## config.mk

```make
export PLATFORM = sky130hd
export DESIGN_NAME = button_conditioner_flat
export DESIGN_NICKNAME = d
export VERILOG_FILES = /design/src/rtl/button_conditioner_if.sv /design/src/rtl/button_conditioner.sv /design/src/flat_wrapper.sv
export SDC_FILE = /design/constraint.sdc
export NUM_CORES = 1
export LEC_CHECK = 0
export ABC_AREA = 1
export CAP_MARGIN = 20
export CORE_ASPECT_RATIO = 1.75
export CORE_MARGIN = 8
export CORE_UTILIZATION = 30
export DETAILED_ROUTE_END_ITERATION = 10
export PLACE_DENSITY = 0.54
export SLEW_MARGIN = 15
export SYNTH_ARGS = -nofsm -noshare
export SYNTH_HDL_FRONTEND = slang
export SYNTH_SLANG_ARGS = --single-unit
```

## constraint.sdc

```tcl
create_clock -name clk -period 5.1 [get_ports clk]
set_input_delay 1.02 -clock clk [delete_from_list [all_inputs] [get_ports clk]]
set_output_delay 1.02 -clock clk [all_outputs]
set_load 0.05 [all_outputs]
```

## src/rtl/button_conditioner_if.sv

```systemverilog
// Bundle of raw button inputs and their conditioned level/pulse outputs.
// The btn_fall signal exists only when FALL_PULSE_EN is defined.
interface button_conditioner_if #(
  parameter int N_CH = 4
);
  logic [N_CH-1:0] btn_raw;
  logic [N_CH-1:0] btn_level;
  logic [N_CH-1:0] btn_rise;
`ifdef FALL_PULSE_EN
  logic [N_CH-1:0] btn_fall;
`endif

  // The conditioner drives the cleaned signals; the consumer drives the raw inputs.
  modport master (
    input  btn_raw,
`ifdef FALL_PULSE_EN
    output btn_fall,
`endif
    output btn_level,
    output btn_rise
  );

  modport slave (
    output btn_raw,
`ifdef FALL_PULSE_EN
    input  btn_fall,
`endif
    input  btn_level,
    input  btn_rise
  );
endinterface

```

## src/rtl/button_conditioner.sv

```systemverilog
// Per-channel 2-FF synchroniser, counter debounce and registered edge pulses.
// Optional feature macro: FALL_PULSE_EN adds the btn_fall pulse output.
module button_conditioner #(
  parameter int N_CH            = 4,
  parameter int DEBOUNCE_CYCLES = 1250000
) (
  input  logic                    clk,
  input  logic                    rst,
  button_conditioner_if.master    bus
);

  localparam int CNT_W = $clog2(DEBOUNCE_CYCLES + 1);
  // Acceptance happens on the edge that observes the last of DEBOUNCE_CYCLES stable samples.
  localparam logic [CNT_W-1:0] CNT_LAST        = CNT_W'(DEBOUNCE_CYCLES - 1);
  localparam logic [CNT_W-1:0] CNT_ONE         = CNT_W'(1);
  localparam bit               ACCEPT_ON_ENTRY = (DEBOUNCE_CYCLES == 1);

  typedef enum logic [1:0] {
    STABLE_0 = 2'd0,
    PEND_1   = 2'd1,
    STABLE_1 = 2'd2,
    PEND_0   = 2'd3
  } deb_state_e;

  logic [N_CH-1:0] sync_s1;
  logic [N_CH-1:0] sync_s2;
  logic [N_CH-1:0] level_vec;
  logic [N_CH-1:0] rise_vec;
`ifdef FALL_PULSE_EN
  logic [N_CH-1:0] fall_vec;
`endif

  // NOTE: sequential state uses non-blocking assignments so every flop samples pre-edge values.
  always_ff @(posedge clk or posedge rst) begin
    if (rst) begin
      sync_s1 <= '0;
      sync_s2 <= '0;
    end else begin
      sync_s1 <= bus.btn_raw;
      sync_s2 <= sync_s1;
    end
  end

  for (genvar ch = 0; ch < N_CH; ch++) begin : g_ch
    deb_state_e       state;
    logic [CNT_W-1:0] cnt;
    logic             level_q;
    logic             rise_q;
`ifdef FALL_PULSE_EN
    logic             fall_q;
`endif

    always_ff @(posedge clk or posedge rst) begin
      if (rst) begin
        state   <= STABLE_0;
        cnt     <= '0;
        level_q <= 1'b0;
        rise_q  <= 1'b0;
`ifdef FALL_PULSE_EN
        fall_q  <= 1'b0;
`endif
      end else begin
        rise_q <= 1'b0;
`ifdef FALL_PULSE_EN
        fall_q <= 1'b0;
`endif
        case (state)
          STABLE_0: begin
            if (sync_s2[ch]) begin
              if (ACCEPT_ON_ENTRY) begin
                state   <= STABLE_1;
                level_q <= 1'b1;
                rise_q  <= 1'b1;
              end else begin
                state <= PEND_1;
                cnt   <= CNT_ONE;
              end
            end
          end
          PEND_1: begin
            if (!sync_s2[ch]) begin
              state <= STABLE_0;
              cnt   <= '0;
            end else if (cnt == CNT_LAST) begin
              state   <= STABLE_1;
              level_q <= 1'b1;
              rise_q  <= 1'b1;
              cnt     <= '0;
            end else begin
              cnt <= cnt + CNT_ONE;
            end
          end
          STABLE_1: begin
            if (!sync_s2[ch]) begin
              if (ACCEPT_ON_ENTRY) begin
                state   <= STABLE_0;
                level_q <= 1'b0;
`ifdef FALL_PULSE_EN
                fall_q  <= 1'b1;
`endif
              end else begin
                state <= PEND_0;
                cnt   <= CNT_ONE;
              end
            end
          end
          PEND_0: begin
            if (sync_s2[ch]) begin
              state <= STABLE_1;
              cnt   <= '0;
            end else if (cnt == CNT_LAST) begin
              state   <= STABLE_0;
              level_q <= 1'b0;
`ifdef FALL_PULSE_EN
              fall_q  <= 1'b1;
`endif
              cnt     <= '0;
            end else begin
              cnt <= cnt + CNT_ONE;
            end
          end
          default: begin
            state <= STABLE_0;
            cnt   <= '0;
          end
        endcase
      end
    end

    assign level_vec[ch] = level_q;
    assign rise_vec[ch]  = rise_q;
`ifdef FALL_PULSE_EN
    assign fall_vec[ch]  = fall_q;
`endif
  end

  assign bus.btn_level = level_vec;
  assign bus.btn_rise  = rise_vec;
`ifdef FALL_PULSE_EN
  assign bus.btn_fall  = fall_vec;
`endif

endmodule

```

## src/flat_wrapper.sv

```systemverilog
// flat-port wrapper written by rule: the top's interface ports become plain ports
module button_conditioner_flat 
#(
  parameter int N_CH            = 4,
  parameter int DEBOUNCE_CYCLES = 1250000
)
  (clk, rst, bus_btn_raw, bus_btn_level, bus_btn_rise);
  button_conditioner_if #(.N_CH(N_CH)) bus_i ();
  input  logic clk;
  input  logic rst;
  input wire logic [$bits(bus_i.btn_raw)-1:0] bus_btn_raw;
  output wire logic [$bits(bus_i.btn_level)-1:0] bus_btn_level;
  output wire logic [$bits(bus_i.btn_rise)-1:0] bus_btn_rise;
  assign bus_i.btn_raw = bus_btn_raw;
  assign bus_btn_level = bus_i.btn_level;
  assign bus_btn_rise = bus_i.btn_rise;
  button_conditioner #(.N_CH(N_CH), .DEBOUNCE_CYCLES(DEBOUNCE_CYCLES)) u_core (.clk(clk), .rst(rst), .bus(bus_i));
endmodule
```

After elaboration in Yosys (flattened, before gate mapping) --
Cells that the tools add are included.
Word-level totals: flip-flop bits (word level) 108, output and inout bits 8
Operators by class: $add $sub $neg 4, eq/ne operators 48, muxes and demuxes 84, reductions and logical operators 20
Operators by type and width (count):
- 21-bit two-way mux | 20
- 21-bit one-hot mux with 4 select lines | 4
- 21-bit by 1-bit adder with 21-bit output (second input constant) | 4
- 21-bit equality test (second input constant) | 4
- 2-bit two-way mux | 24
- 2-bit by 1-bit != test with 1-bit output (second input constant) | 16
- 2-bit one-hot mux with 4 select lines | 4
- 1-bit two-way mux | 28
- 5-bit AND reduction | 4
- 2-bit equality test (second input constant) | 8
- 2-bit != test (second input constant) | 8
- 4-bit AND reduction | 4
- 3-bit by 1-bit != test with 1-bit output (second input constant) | 4
- 3-bit != test (second input constant) | 4
- 2-bit by 1-bit equality test with 1-bit output (second input constant) | 4
- 2-bit logical NOT | 4
- 1-bit one-hot mux with 2 select lines | 4
- 2-bit AND reduction | 4
- 2-bit nonzero test | 4

Longest topological paths before layout --
Gate-level depths: netlist (run 1).
word-level depth 4, mapped depth 11, mapped depth without buffers 11

Worst setup path after synthesis (run 1) --
No wires, ideal clock.
path type register -> output, from reg u_core.g_ch[0].level_q, to out bus_btn_level[0], arrival time 0.534 ns, required time 4.080 ns, setup slack 3.546 ns, stages on the path, launching flop included 2, buffers on the path 1, cells stage by stage dfrtp_1 buf_4
RTL lines:
- from (decl) | RTL line button_conditioner.sv:47 | logic level_q;
- from (signal assigned) | RTL line button_conditioner.sv:57 | level_q <= 1'b0;
- from (signal assigned) | RTL line button_conditioner.sv:72 | level_q <= 1'b1;
- from (signal assigned) | RTL line button_conditioner.sv:86 | level_q <= 1'b1;
- to (decl) | RTL line flat_wrapper.sv:12 | output wire logic [$bits(bus_i.btn_level)-1:0] bus_btn_level;
No word-level cell between the ends.

Worst setup path in the final report (run 1) --
from reg u_core.g_ch[2].level_q, to out bus_btn_level[2]
RTL lines (RTL line):
- from (decl) | button_conditioner.sv:47
- from (signal assigned) | button_conditioner.sv:57
- from (signal assigned) | button_conditioner.sv:72
- from (signal assigned) | button_conditioner.sv:86
No word-level cell between the ends.

==> results of run 1 <==
final cells by class:
type                            instances  area, µm²  share of cell area, %
Multi-Input combinational cell        591       2980                   43.6
Sequential cell                       108       2700                   39.6
Inverter                              106        403                   5.91
Tap cell                              248        310                   4.55
Clock buffer                            9        225                   3.30
Timing Repair Buffer                   16        153                   2.24
Clock inverter                          7       50.0                  0.734
logic make-up after synthesis:
| kind of cell | Yosys count | synth area share (%) |
|---|---|---|
| simple gates | 472 | 35.3 |
| fa+ha+maj | 4 | 0.808 |
| flops | 108 | 43.6 |
| compound gates | 87 | 8.04 |
| xor+xnor | 28 | 3.96 |
| buf+inv | 123 | 8.30 |
worst max-delay path by stage:
stage	start	endpoint	slack [ns]	depth (start not counted)
2_1_floorplan	rst	asynchronous set/reset pin	1.23	1
3_3_place_gp	rst	u_core.g_ch[2].state[0]	2.60	3
3_5_place_dp	rst	u_core.g_ch[1].rise_q	2.58	3
4_1_cts	u_core.g_ch[2].level_q	bus_btn_level[2]	2.54	1
5_1_grt	u_core.g_ch[2].level_q	bus_btn_level[2]	2.52	1
6_report	u_core.g_ch[2].level_q	bus_btn_level[2]	2.56	1
power by group through the flow:
| stage | clock network, mW | logic (mW) | registers (mW) |
|---|---|---|---|
| 2_1_floorplan | 0 | 0.282 | 0.974 |
| 3_3_place_gp | 0 | 0.365 | 0.995 |
| 3_5_place_dp | 0 | 0.368 | 0.995 |
| 4_1_cts | 0.701 | 0.369 | 0.978 |
| 5_1_grt | 0.724 | 0.407 | 0.988 |
| 6_report | 0.673 | 0.359 | 0.978 |
layer usage:
layer / vias to the layer above / share of wire (%) / track usage (%)
met5: - / 0 / 0
met4: 0 / 3.4 / 6.27
met3: 28 / 1.8 / 1.82
met2: 61 / 56 / 23.2
met1: 2444 / 39 / 11.0
li1: 2662 / - / -
Yosys cell counts (5+ instances only):
master    instances
inv_1            98
nand3_1          77
o21ai_0          41
nor3_1           11
inv_2             6
nand2_2           6
nand3_2          13
nand2_1         231
xnor2_1           6
nor2_1           83
nand4_1          22
buf_4            10
o21ai_1          12
o22ai_1          17
xor2_1           22
dfrtp_1         108
nor2_2           10
o21bai_1          5
a21oi_1           7
per-stage QoR:
| stage | util [%] | power (mW) | std cells | worst slack [ns] | cell area [µm²] |
|---|---|---|---|---|---|
| 6_report | 33.6 | 2.01 | 1085 | 2.56 | 6820 |
| 5_1_grt | 33.6 | 2.12 | 1085 | 2.52 | 6820 |
| 4_1_cts | 33.6 | 2.05 | 1085 | 2.54 | 6820 |
| 3_5_place_dp | 32.3 | 1.36 | 1069 | 2.58 | 6550 |
| 3_3_place_gp | 32.3 | 1.36 | 1069 | 2.60 | 6550 |
| 2_1_floorplan | - | 1.26 | 822 | 1.23 | 6190 |
cell usage in the layout, fill, tap and decap left out, types with 4 or more instances in the layout:
cell type        count
nor2_1              83
nand3b_1             4
xnor2_1              6
o21bai_1             5
o21ai_1             12
or2_1                4
nor3_1              11
nand4_1             22
inv_1               97
nand3_1             77
inv_2                6
dfrtp_1            108
nand2_2              6
ha_1                 4
a21oi_1              7
nand3_2             13
clkbuf_16            9
nor2_2              10
o21ai_0             41
nand2_1            231
xor2_1              22
clkdlybuf4s50_1     13
o22ai_1             17
registers in the layout, indices dropped and copies added (netlist names), named ones only:
register / cells
u_core.sync_s2: 4
u_core.g_ch.state: 4
u_core.g_ch.cnt: 84
u_core.g_ch.level_q: 4
u_core.sync_s1: 4
u_core.g_ch.rise_q: 4
==> metrics.yaml, run 1 <==
timing:
  holdWs_ns: 0.357
  max_freq_mhz: 394
  slew_headroom_pct: 40.9
  finalCriticalPeriod_ns: 2.54
  setup_viol: 0
  fin_tns_setup_ns: 0
  hold_violations: 0
  grt_setup_unrepaired: "false"
  worst-slew-pin-transition_ns: 0.887
  clock_skew_ns: 0.00897
  post-route-period-util_pct: 49.7
  maxSlewViolCount: 0
die:
  start_util_pct: 30.5
  ios: 14
  fp.dieW_um: 125
  die_y_um: 206
  fp.coreArea_um2: 20300
  fp-row-count: 69
  die-area_um2: 25700
pwr:
  power_switching_uw: 657
  power_frac_clock_pct: 33.5
  swShare_pct: 32.7
  p_int_mw: 1.35
  sequentialPowerShare_pct: 48.6
  combPwrFrac_pct: 17.9
  leakage_nw: 3.01
  peakVddDrop_uv: 151
  powerDensity_nw_per_um2: 295
clocking:
  clock_latency_ns: 0.36
  cts_tree: "done"
  cts_buffer_depth: 2
  cts_sinks: 108
  path_clk_slew_ns: 0.08
  cts_buffers: 9
  htree_levels: 3
  ctsResizeCount: 0
  postCtsSetupRepairBufs: 0
  cts_root_buf: "clkbuf_16"
  hold_buffers: 0
synthesis:
  synth.net_count: 832
  ys_ff_latch: 108
  synthDistinctLibCells: 38
  synth_cells: 822
  synthTopCellsByArea: "dfrtp_1 (44%), nand2_1 (14%), nand3_1 (6.2%), inv_1 (5.9%), nor2_1 (5.0%)"
  ys_warn_count: 0
  syn_avg_cell_area_um2: 7.53
  synth_edf_count: 0
  yosysTopAreaCell: "dfrtp_1"
  synth-main-ff-cell: "dfrtp_1"
  ys_async_sr_fraction_pct: 100
  syn_area_um2: 6190
  synth_top_area_share_pct: 43.6
  yosysSeqAreaShare_pct: 43.6
flow_run:
  cap_violations: 0
critical_path:
  r2r_end: "u_core.g_ch[1].cnt[5]"
  path_cells: "clkdlybuf4s50_1"
  critPathKind: "reg2out"
  startpoint_type: "flip-flop"
  crit_family: "buffers and inverters"
  cpMaxStageDelayCell: "clkdlybuf4s50_1"
  worstPathArrival_ns: 1.52
  cp.required_ns: 4.08
  path_max_fanout: 2
  reg2reg_slack_ns: 3.17
  rr_startpoint: "u_core.g_ch[1].cnt[0]"
  r2r_cells: 8
  slowest_delay_ns: 0.80
  worst_setup_path_end_kind: "output port"
  crit_buf_inv: 1
route:
  wl_per_cell_um: 13.4
  drc: 0
  wirelength_um: 14500
  first_pass_iters: 4
  dr_total_vias: 5195
  dr.first_iter.drc_count: 275
  antenna_left: 0
  vias_per_cell: 4.79
min_path:
  hold_class: "reg2reg"
  hold_path_end: "u_core.sync_s2[0]"
  worst_hold_startpoint: "u_core.sync_s1[0]"
  holdPathStages: 0
global_route:
  antenna_found_initial: 0
  gr-total-overflow: 0
  grt_max_degree: 71
  track_usage_pct: 11.6
  grt_pass1_wl_um: 24500
  grt_pass1_vias: 5189
run_status:
  status: "finished, final reports clean"
final_layout:
  nets: 842
  antenna_cells: 0
  area_growth_pct: 10.1
  n_fill_cell: 2152
  drive_above_1_share_pct: 8.24
placed_design:
  gp_congestion: 0.867
  io_buffers: 13
  dp.final_hpwl_um: 11000
(Power assumes the default switching activity.)
==> run 2: changes to the inputs <==
Clock period 5.1 ns to 2.5 ns, I/O delays scaled along.
==> run 2 against run 1 <==
Die area is the same. Design area grew 0.68%. Sequential power grew 100%. Hold slack lost 0.0071 ns. Critical path type unchanged. Critical endpoint is now bus_btn_level[1]. Largest cell class unchanged.
==> metrics.yaml, run 2 (synthesis results as in run 1) <==
placed_design:
  gp_congestion: 0.841  # was 0.867
  place_inst: 1069  # unchanged
  io_buffers: 13  # unchanged
  dp.final_hpwl_um: 10500  # was 11000 µm
critical_path:
  startpoint_type: "flip-flop"  # unchanged
  path_max_fanout: 2  # unchanged
  cp.required_ns: 2.00  # was 4.08 ns
  slowest_delay_ns: 0.83  # was 0.80 ns
  crit_buf_inv: 1  # unchanged
  worst_setup_path_end_kind: "output port"  # unchanged
  worstPathArrival_ns: 1.60  # was 1.52 ns
  path_cells: "clkdlybuf4s50_1"  # unchanged
  r2r_cells: 8  # unchanged
  critPathKind: "reg2out"  # unchanged
  cpMaxStageDelayCell: "clkdlybuf4s50_1"  # unchanged
  rr_startpoint: "u_core.g_ch[3].cnt[0]"  # was u_core.g_ch[1].cnt[0]
  crit_family: "buffers and inverters"  # unchanged
  reg2reg_slack_ns: 0.64  # was 3.17 ns
  r2r_end: "u_core.g_ch[3].cnt[16]"  # was u_core.g_ch[1].cnt[5]
clocking:
  clock_latency_ns: 0.36  # about the same
  postCtsSetupRepairBufs: 0  # unchanged
  htree_levels: 3  # unchanged
  cts_buffers: 9  # unchanged
  cts_root_buf: "clkbuf_16"  # unchanged
  hold_buffers: 0  # unchanged
  cts_tree: "done"  # unchanged
  cts_sinks: 108  # unchanged
  path_clk_slew_ns: 0.07  # was 0.08 ns
  ctsResizeCount: 0  # unchanged
  cts_buffer_depth: 2  # unchanged
pwr:
  peakVddDrop_uv: 267  # was 151 µV
  powerDensity_nw_per_um2: 618  # was 295 nW/µm²
  total_power_mw: 4.24  # was 2.01 mW
  leakage_nw: 3.03  # was 3.01 nW
global_route:
  grt_pass1_vias: 5165  # was 5189
  grt_pass1_wl_um: 24800  # was 24500 µm
  antenna_found_initial: 0  # unchanged
  grt_max_degree: 109  # was 71
  gr-total-overflow: 0  # unchanged
  track_usage_pct: 11.9  # was 11.6%
timing:
  worst-slew-pin-transition_ns: 0.590  # was 0.887 ns
  clock_skew_ns: 0.00903  # was 0.00897 ns
  holdWs_ns: 0.349  # was 0.357 ns
  finalCriticalPeriod_ns: 2.10
  max_freq_mhz: 477
  grt_setup_unrepaired: "false"  # unchanged
  slew_headroom_pct: 60.7  # was 40.9%
  post-route-period-util_pct: 83.9
  hold_violations: 0  # unchanged
  setup_viol: 0  # unchanged
  maxSlewViolCount: 0  # unchanged
  fin_tns_setup_ns: 0  # unchanged
min_path:
  hold_class: "reg2reg"  # unchanged
  worst_hold_startpoint: "u_core.sync_s1[1]"  # was u_core.sync_s1[0]
  holdPathStages: 0  # unchanged
  hold_path_end: "u_core.sync_s2[1]"  # was u_core.sync_s2[0]
route:
  dr.first_iter.drc_count: 242  # was 275
  wl_per_cell_um: 13.3  # was 13.4 µm
  antenna_left: 0  # unchanged
  drc: 0  # unchanged
  vias_per_cell: 4.76  # was 4.79
  dr_total_vias: 5170  # was 5195
  first_pass_iters: 4  # unchanged
  wirelength_um: 14400  # was 14500 µm
final_layout:
  final_common_cell: "nand2_1"  # unchanged
  largest_reg_flops: 84  # unchanged
  antenna_cells: 0  # unchanged
  largest_register: "u_core.g_ch.cnt"  # unchanged
  drive_above_1_share_pct: 8.24  # unchanged
  stdcell_count: 1085  # unchanged
  mostFrequentLayoutCells: "nand2_1 (231), dfrtp_1 (108), inv_1 (97), nor2_1 (83), nand3_1 (77)"  # unchanged
  nets: 842  # unchanged
  area_growth_pct: 10.9  # was 10.1%
die:
  ios: 14  # unchanged
  start_util_pct: 30.5  # unchanged
  fp.dieW_um: 125  # unchanged
  die_y_um: 206  # unchanged
  fp.coreArea_um2: 20300  # unchanged
  fp-row-count: 69  # unchanged
  die-area_um2: 25700  # unchanged
run_status:
  status: "finished, final reports clean"  # unchanged
flow_run:
  cap_violations: 0  # unchanged
-- run 2: cell types whose count changed in the layout (fill, tap and decap cells not counted), sizes merged --
cell and change:
bufinv +1, clkinv -1, clkinvlp +1, inv -1
-- run 2: per-layer routing --
metal  part of all wire (%)  vias up  global-route usage, %
met2                     54       64                   22.8
met3                    2.3       27                   2.16
li1                       -     2663                      -
met4                    2.9        0                   5.71
met1                     41     2416                   12.0
met5                      0        -                      0
-- run 2: worst max-delay path by stage --
stage,slack [ns],end,from,depth (start not counted)
final,0.40,bus_btn_level[1],u_core.g_ch[1].level_q,1
after global routing,0.37,bus_btn_level[1],u_core.g_ch[1].level_q,1
after CTS,0.40,bus_btn_level[1],u_core.g_ch[1].level_q,1
after detailed placement,0.64,u_core.g_ch[3].cnt[16],u_core.g_ch[3].cnt[0],8
after global placement,0.66,u_core.g_ch[3].cnt[16],u_core.g_ch[3].cnt[0],8
after floorplan,0.70,asynchronous set/reset pin,rst,1
-- run 2: cell type report --
| class | count | area [µm²] |
|---|---|---|
| clock inverters | 7 | 82.6 |
| flip-flops and latches | 108 | 2700 |
| clock buffers | 9 | 225 |
| well taps | 248 | 310 |
| inverters | 106 | 404 |
| fillers | 2115 | 13400 |
| repair buffers | 16 | 165 |
| multi-input cells | 591 | 2980 |
-- run 2: report_power, final --
group | total (mW) | internal, mW | switching [mW]
combinational | 0.737 | 0.222 | 0.516
clock | 1.51 | 0.793 | 0.715
sequential | 2.00 | 1.86 | 0.138
total | 4.24 | 2.88 | 1.37
-- run 2: per-stage QoR --
| stage | area [µm²] | util, % | worst slack, ns |
|---|---|---|---|
| after CTS | 6870 | 33.8 | 0.399 |
| after detailed placement | 6560 | 32.3 | 0.641 |
| after floorplan | 6200 | - | 0.698 |
| final | 6870 | 33.8 | 0.402 |
| after global placement | 6560 | 32.3 | 0.664 |
| after global routing | 6870 | 33.8 | 0.365 |
